### src/rtl/logic_alu_sequencer.sv
// logic_alu_sequencer: latches one logic/shift request behind a valid/ready
// handshake, executes it (shifts iteratively, one bit per clock) and holds the
// registered result with zero/err flags until the consumer acknowledges it.
module logic_alu_sequencer #(
  parameter int unsigned N  = 4,
  parameter int unsigned CW = 8
) (
  input  logic          clk,
  input  logic          rst,
  input  logic          in_valid,
  output logic          in_ready,
  input  logic [2:0]    op,
  input  logic [N-1:0]  a,
  input  logic [N-1:0]  b,
  output logic          out_valid,
  input  logic          out_ready,
  output logic [N-1:0]  result,
  output logic          zero,
  output logic          err,
  output logic          busy,
  output logic [CW-1:0] done_count
);

  localparam int unsigned    CNTW   = $clog2(N + 1);
  localparam logic [N-1:0]   N_OPND = N'(N);
  localparam logic [CNTW-1:0] N_CNT = CNTW'(N);

  localparam logic [2:0] OP_AND = 3'b000;
  localparam logic [2:0] OP_OR  = 3'b001;
  localparam logic [2:0] OP_XOR = 3'b010;
  localparam logic [2:0] OP_NOT = 3'b011;

  typedef enum logic [1:0] {S_IDLE, S_EXEC, S_SHIFT, S_DONE} state_t;

  state_t          state_q, state_d;
  logic [2:0]      op_q, op_d;
  logic [N-1:0]    b_q, b_d;
  logic [N-1:0]    acc_q, acc_d;
  logic [CNTW-1:0] cnt_q, cnt_d;
  logic [N-1:0]    result_q, result_d;
  logic            zero_q, zero_d;
  logic            err_q, err_d;
  logic [CW-1:0]   count_q, count_d;
  logic [N-1:0]    logic_res;

  // State register
  always_ff @(posedge clk or posedge rst) begin
    if (rst) state_q <= S_IDLE;
    else     state_q <= state_d;
  end

  // Next-state logic
  always_comb begin
    state_d = state_q;
    unique case (state_q)
      S_IDLE:  if (in_valid) state_d = (op[2:1] == 2'b10) ? S_SHIFT : S_EXEC;
      S_EXEC:  state_d = S_DONE;
      S_SHIFT: if (cnt_q == '0) state_d = S_DONE;
      S_DONE:  if (out_ready) state_d = S_IDLE;
      default: state_d = S_IDLE;
    endcase
  end

  // Handshake and status outputs decoded from state only
  always_comb begin
    in_ready  = (state_q == S_IDLE);
    out_valid = (state_q == S_DONE);
    busy      = (state_q != S_IDLE);
  end

  // Bitwise unit; acc_q carries operand A for both logic ops and shifts
  always_comb begin
    logic_res = '0;
    case (op_q)
      OP_AND:  logic_res = acc_q & b_q;
      OP_OR:   logic_res = acc_q | b_q;
      OP_XOR:  logic_res = acc_q ^ b_q;
      OP_NOT:  logic_res = ~acc_q;
      default: logic_res = '0;
    endcase
  end

  // Datapath next-state: request latch, execute/shift step, completion count
  always_comb begin
    op_d     = op_q;
    b_d      = b_q;
    acc_d    = acc_q;
    cnt_d    = cnt_q;
    result_d = result_q;
    zero_d   = zero_q;
    err_d    = err_q;
    count_d  = count_q;
    unique case (state_q)
      S_IDLE: begin
        if (in_valid) begin
          op_d  = op;
          b_d   = b;
          acc_d = a;
          // shift count saturates at N: anything larger clears all bits anyway
          cnt_d = (b >= N_OPND) ? N_CNT : CNTW'(b);
        end
      end
      S_EXEC: begin
        result_d = logic_res;
        zero_d   = (logic_res == '0);
        err_d    = (op_q[2:1] == 2'b11);
      end
      S_SHIFT: begin
        if (cnt_q == '0) begin
          result_d = acc_q;
          zero_d   = (acc_q == '0);
          err_d    = 1'b0;
        end else begin
          acc_d = op_q[0] ? {acc_q[N-2:0], 1'b0} : {1'b0, acc_q[N-1:1]};
          cnt_d = cnt_q - 1'b1;
        end
      end
      S_DONE: begin
        if (out_ready) count_d = count_q + 1'b1;
      end
      default: ;
    endcase
  end

  // Datapath registers
  always_ff @(posedge clk or posedge rst) begin
    if (rst) begin
      op_q     <= '0;
      b_q      <= '0;
      acc_q    <= '0;
      cnt_q    <= '0;
      result_q <= '0;
      zero_q   <= 1'b0;
      err_q    <= 1'b0;
      count_q  <= '0;
    end else begin
      op_q     <= op_d;
      b_q      <= b_d;
      acc_q    <= acc_d;
      cnt_q    <= cnt_d;
      result_q <= result_d;
      zero_q   <= zero_d;
      err_q    <= err_d;
      count_q  <= count_d;
    end
  end

  assign result     = result_q;
  assign zero       = zero_q;
  assign err        = err_q;
  assign done_count = count_q;

endmodule
### config.mk
export PLATFORM = sky130hd
export DESIGN_NAME = logic_alu_sequencer
export DESIGN_NICKNAME = d
export VERILOG_FILES = /design/src/rtl/logic_alu_sequencer.sv
export SDC_FILE = /design/constraint.sdc
export NUM_CORES = 1
export LEC_CHECK = 0
export CAP_MARGIN = 5
export CORE_MARGIN = 3
export CORE_UTILIZATION = 52
export DETAILED_ROUTE_END_ITERATION = 6
export PLACE_DENSITY = 0.8
export SLEW_MARGIN = 20
export SYNTH_ARGS = -nofsm -noshare
export SYNTH_HDL_FRONTEND = slang
export SYNTH_SLANG_ARGS = --single-unit
### constraint.sdc
create_clock -name clk -period 2.47 [get_ports clk]
set_clock_uncertainty 0.2 [all_clocks]
set_input_delay 0.494 -clock clk [delete_from_list [all_inputs] [get_ports clk]]
set_output_delay 0.494 -clock clk [all_outputs]
set_load 0.005 [all_outputs]
==> run metrics <==
status=complete, no violations; Storage cell area=approximately 750 sq um; Yosys cell types=37; ys flop type=dfrtp_1; Max-cap violations=0; Tcrit/Tclk final=0.950; relative slew slack=0.666; H-tree levels=2; Static Leakage=0.995 nW; EDFF count, synth=0; DRT Wirelength=roughly 3700 microns; Die Span Y=63.5 microns; CP Class=register to primary output; CTS Hold Bufs=0; Remaining DRCs=0; Hold Path Depth=1; TritonCTS clock tree=yes; antenna violations before repair=0; WP data required=1.78 ns; row count=20; Tightest Pin Transition=0.502 ns; Worst R2R Path Depth=5; routability cong.=0.884; total power divided by cell area=approximately 1300 nW/um^2; Area Growth Syn to Fin=25.3%; core area=3100 sq um; final core utilization=0.694; commonest cells in the netlist=dfrtp_1, inv_1, ha_1, nand2_1, mux2_2; Avg Synthesized Cell Area=approximately 10 sq um; Seq/Total Area, Yosys=0.437; Initial Util=0.554; area share of the largest cell type after synthesis=0.437; I/O Pins=32; Seq cells post-synth=30; Max Root-Sink Buffers=2; vias post-DR=1362; gr usage total=0.211; Async S/R FF share, synth=1.00; Clk pin slew, worst setup/hold paths=roughly 0.090 ns; Fillers=268; first-pass GRT wire length=about 6700 microns; Post-Syn Area=roughly 1700 sq um; dominant cell by count in the synthesized netlist=dfrtp_1; Fmax achieved=0.426 GHz; I/O Buffers=31; Synth area leader=dfrtp_1; GR Overflow Total=0; critical path depth=3; CP startpoint kind=register; DRT Pass-1 Iters=4; Worst path max stage delay=0.53 ns; clk sink count=30; Die X=63.5 microns; CP max stage cell=clkdlybuf4s50_1; Cells after Synth=168; NumNets Final=approximately 230; Final Hold Fails=0; WL/cell=14.8 microns; Worst-Skew Late Latency=approximately 0.33 ns; initial DRC count=105; post-route ant nets=0; pin count of the biggest net entering global routing=31; CTS Buf Count=5; final setup violation count=0; critical-path maximum fanout=7; Critical Path AT=about 1.7 ns; Critical Path End Type=primary output; crit path buf inv count=2; share of layout cells above drive strength 1=0.132; vias per inst=5.49; crit-path cells=inv_1 -> ha_2 -> clkdlybuf4s50_1; die area=4030 sq um; Top delay family on crit path=buffers and inverters; vias in the first global route=1471; syn_nets=197; clock root cell=clkbuf_4; Final Critical Period=2.35 ns; area occupied by multi-input gates=880 sq um; RSZ-0062 raised after global routing=no; Max Transition Viols Final=0; diode count=0; YS warnings=0; type of the worst min-delay path=register to register; largest cells by area after synthesis=dfrtp_1, ha_1, mux2_2; dpl hpwl=2790 microns; setup TNS=0 ns; Worst VDD drop=about 0.73 mV
==> through the flow <==
| step | setup WS (ns) | total power, mW | cell area, sq um | hold slack (ns) | instances |
|---|---|---|---|---|---|
| 2_1_floorplan | 0.591 | 1.94 | 1720 | 0.263 | 168 |
| 3_3_place_gp | 0.376 | 2.35 | 2070 | 0.255 | 240 |
| 3_5_place_dp | 0.233 | 2.45 | 2070 | 0.268 | 240 |
| 4_1_cts | 0.0801 | 2.83 | 2150 | 0.282 | 248 |
| 5_1_grt | 0.0446 | 3.11 | 2150 | 0.305 | 248 |
| 6_report | 0.123 | 2.82 | 2150 | 0.277 | 248 |
==> cell families after synthesis <==
kind of cell | Yosys count | synth area share
AOI/OAI and AO/OA | 34 | 0.133
xor gates and xnor gates | 7 | 0.0357
adders and majority gates | 14 | 0.102
buffers and inverters | 22 | 0.0539
DFF | 30 | 0.437
muxes | 19 | 0.122
and+or+nand+nor | 42 | 0.116
==> routing by layer <==
metal	share of wire	track usage	vias to the layer above
met2	0.49	0.348	40
li1	-	-	661
met4	0.016	0.0809	0
met3	0.048	0.0428	11
met1	0.44	0.272	650
met5	0	0	-
==> final cells by class <==
| class | instances | share of cell area |
|---|---|---|
| Clock buffer | 8 | 0.0366 |
| Inverter | 17 | 0.0296 |
| Multi-Input combinational cell | 116 | 0.408 |
| Sequential cell | 30 | 0.349 |
| Tap cell | 44 | 0.0256 |
| Timing Repair Buffer | 33 | 0.151 |
==> state kept, by name, indices dropped and copies added (netlist names) <==
| name | count |
|---|---|
| op_q | 3 |
| err | 1 |
| zero | 1 |
| done_count | 8 |
| cnt_q | 3 |
| state_q | 2 |
| b_q | 4 |
| acc_q | 4 |
| result | 4 |
==> worst register-to-register path, stage by stage (launching register included) <==
cell and delay [ns]:
dfrtp_1 0.48, inv_1 0.07, ha_1 0.27, mux2_2 0.27, a221o_1 0.36, o41ai_2 0.36
==> worst paths after layout <==
check                              start            end  slack (ns)
max                           state_q[0]       in_ready        0.12
min                        done_count[7]  done_count[7]        0.28
max reg2reg                     acc_q[0]           zero        0.37
min reg2reg                done_count[7]  done_count[7]        0.28
max in group asynchronous            rst         b_q[2]        1.47
min in group asynchronous            rst        op_q[1]        0.32
==> cell usage in the layout, fill, tap and decap left out <==
cell type / count
mux2i_1: 6
nand3b_1: 1
o311ai_0: 1
clkdlybuf4s50_1: 31
a2111o_1: 1
o41ai_2: 1
nor3_1: 1
nor2_1: 10
nand3_1: 5
nor2b_1: 2
a41o_1: 1
ha_2: 2
and3_1: 2
a22oi_1: 2
and2b_2: 1
nand2b_1: 2
a21oi_1: 8
clkbuf_8: 3
a31oi_1: 2
nand2_1: 14
nor4_1: 1
a211oi_1: 2
a221o_1: 1
nand4_1: 1
ha_1: 12
dfrtp_1: 30
xnor2_1: 5
mux2_2: 12
clkinv_1: 1
o21ai_0: 9
o211ai_1: 4
inv_1: 16
mux2_4: 1
o21bai_1: 1
or3_1: 2
clkbuf_4: 5
a21boi_0: 1
xor2_1: 2
buf_4: 2
==> repair_timing <==
item                                    4_1_cts  5_1_grt
endpoints found under the setup margin        0        1
gates resized for setup                       0        2
setup buffers                                 0        0
==> where the power goes <==
| group | leakage [nW] | internal (mW) | switching (mW) |
|---|---|---|---|
| clock | 0.0446 | 0.194 | 0.170 |
| sequential | 0.369 | 0.716 | 0.263 |
| combinational | 0.581 | 0.773 | 0.705 |
| total | 0.995 | 1.68 | 1.14 |
Note: power is estimated with default switching activity, not from simulation.
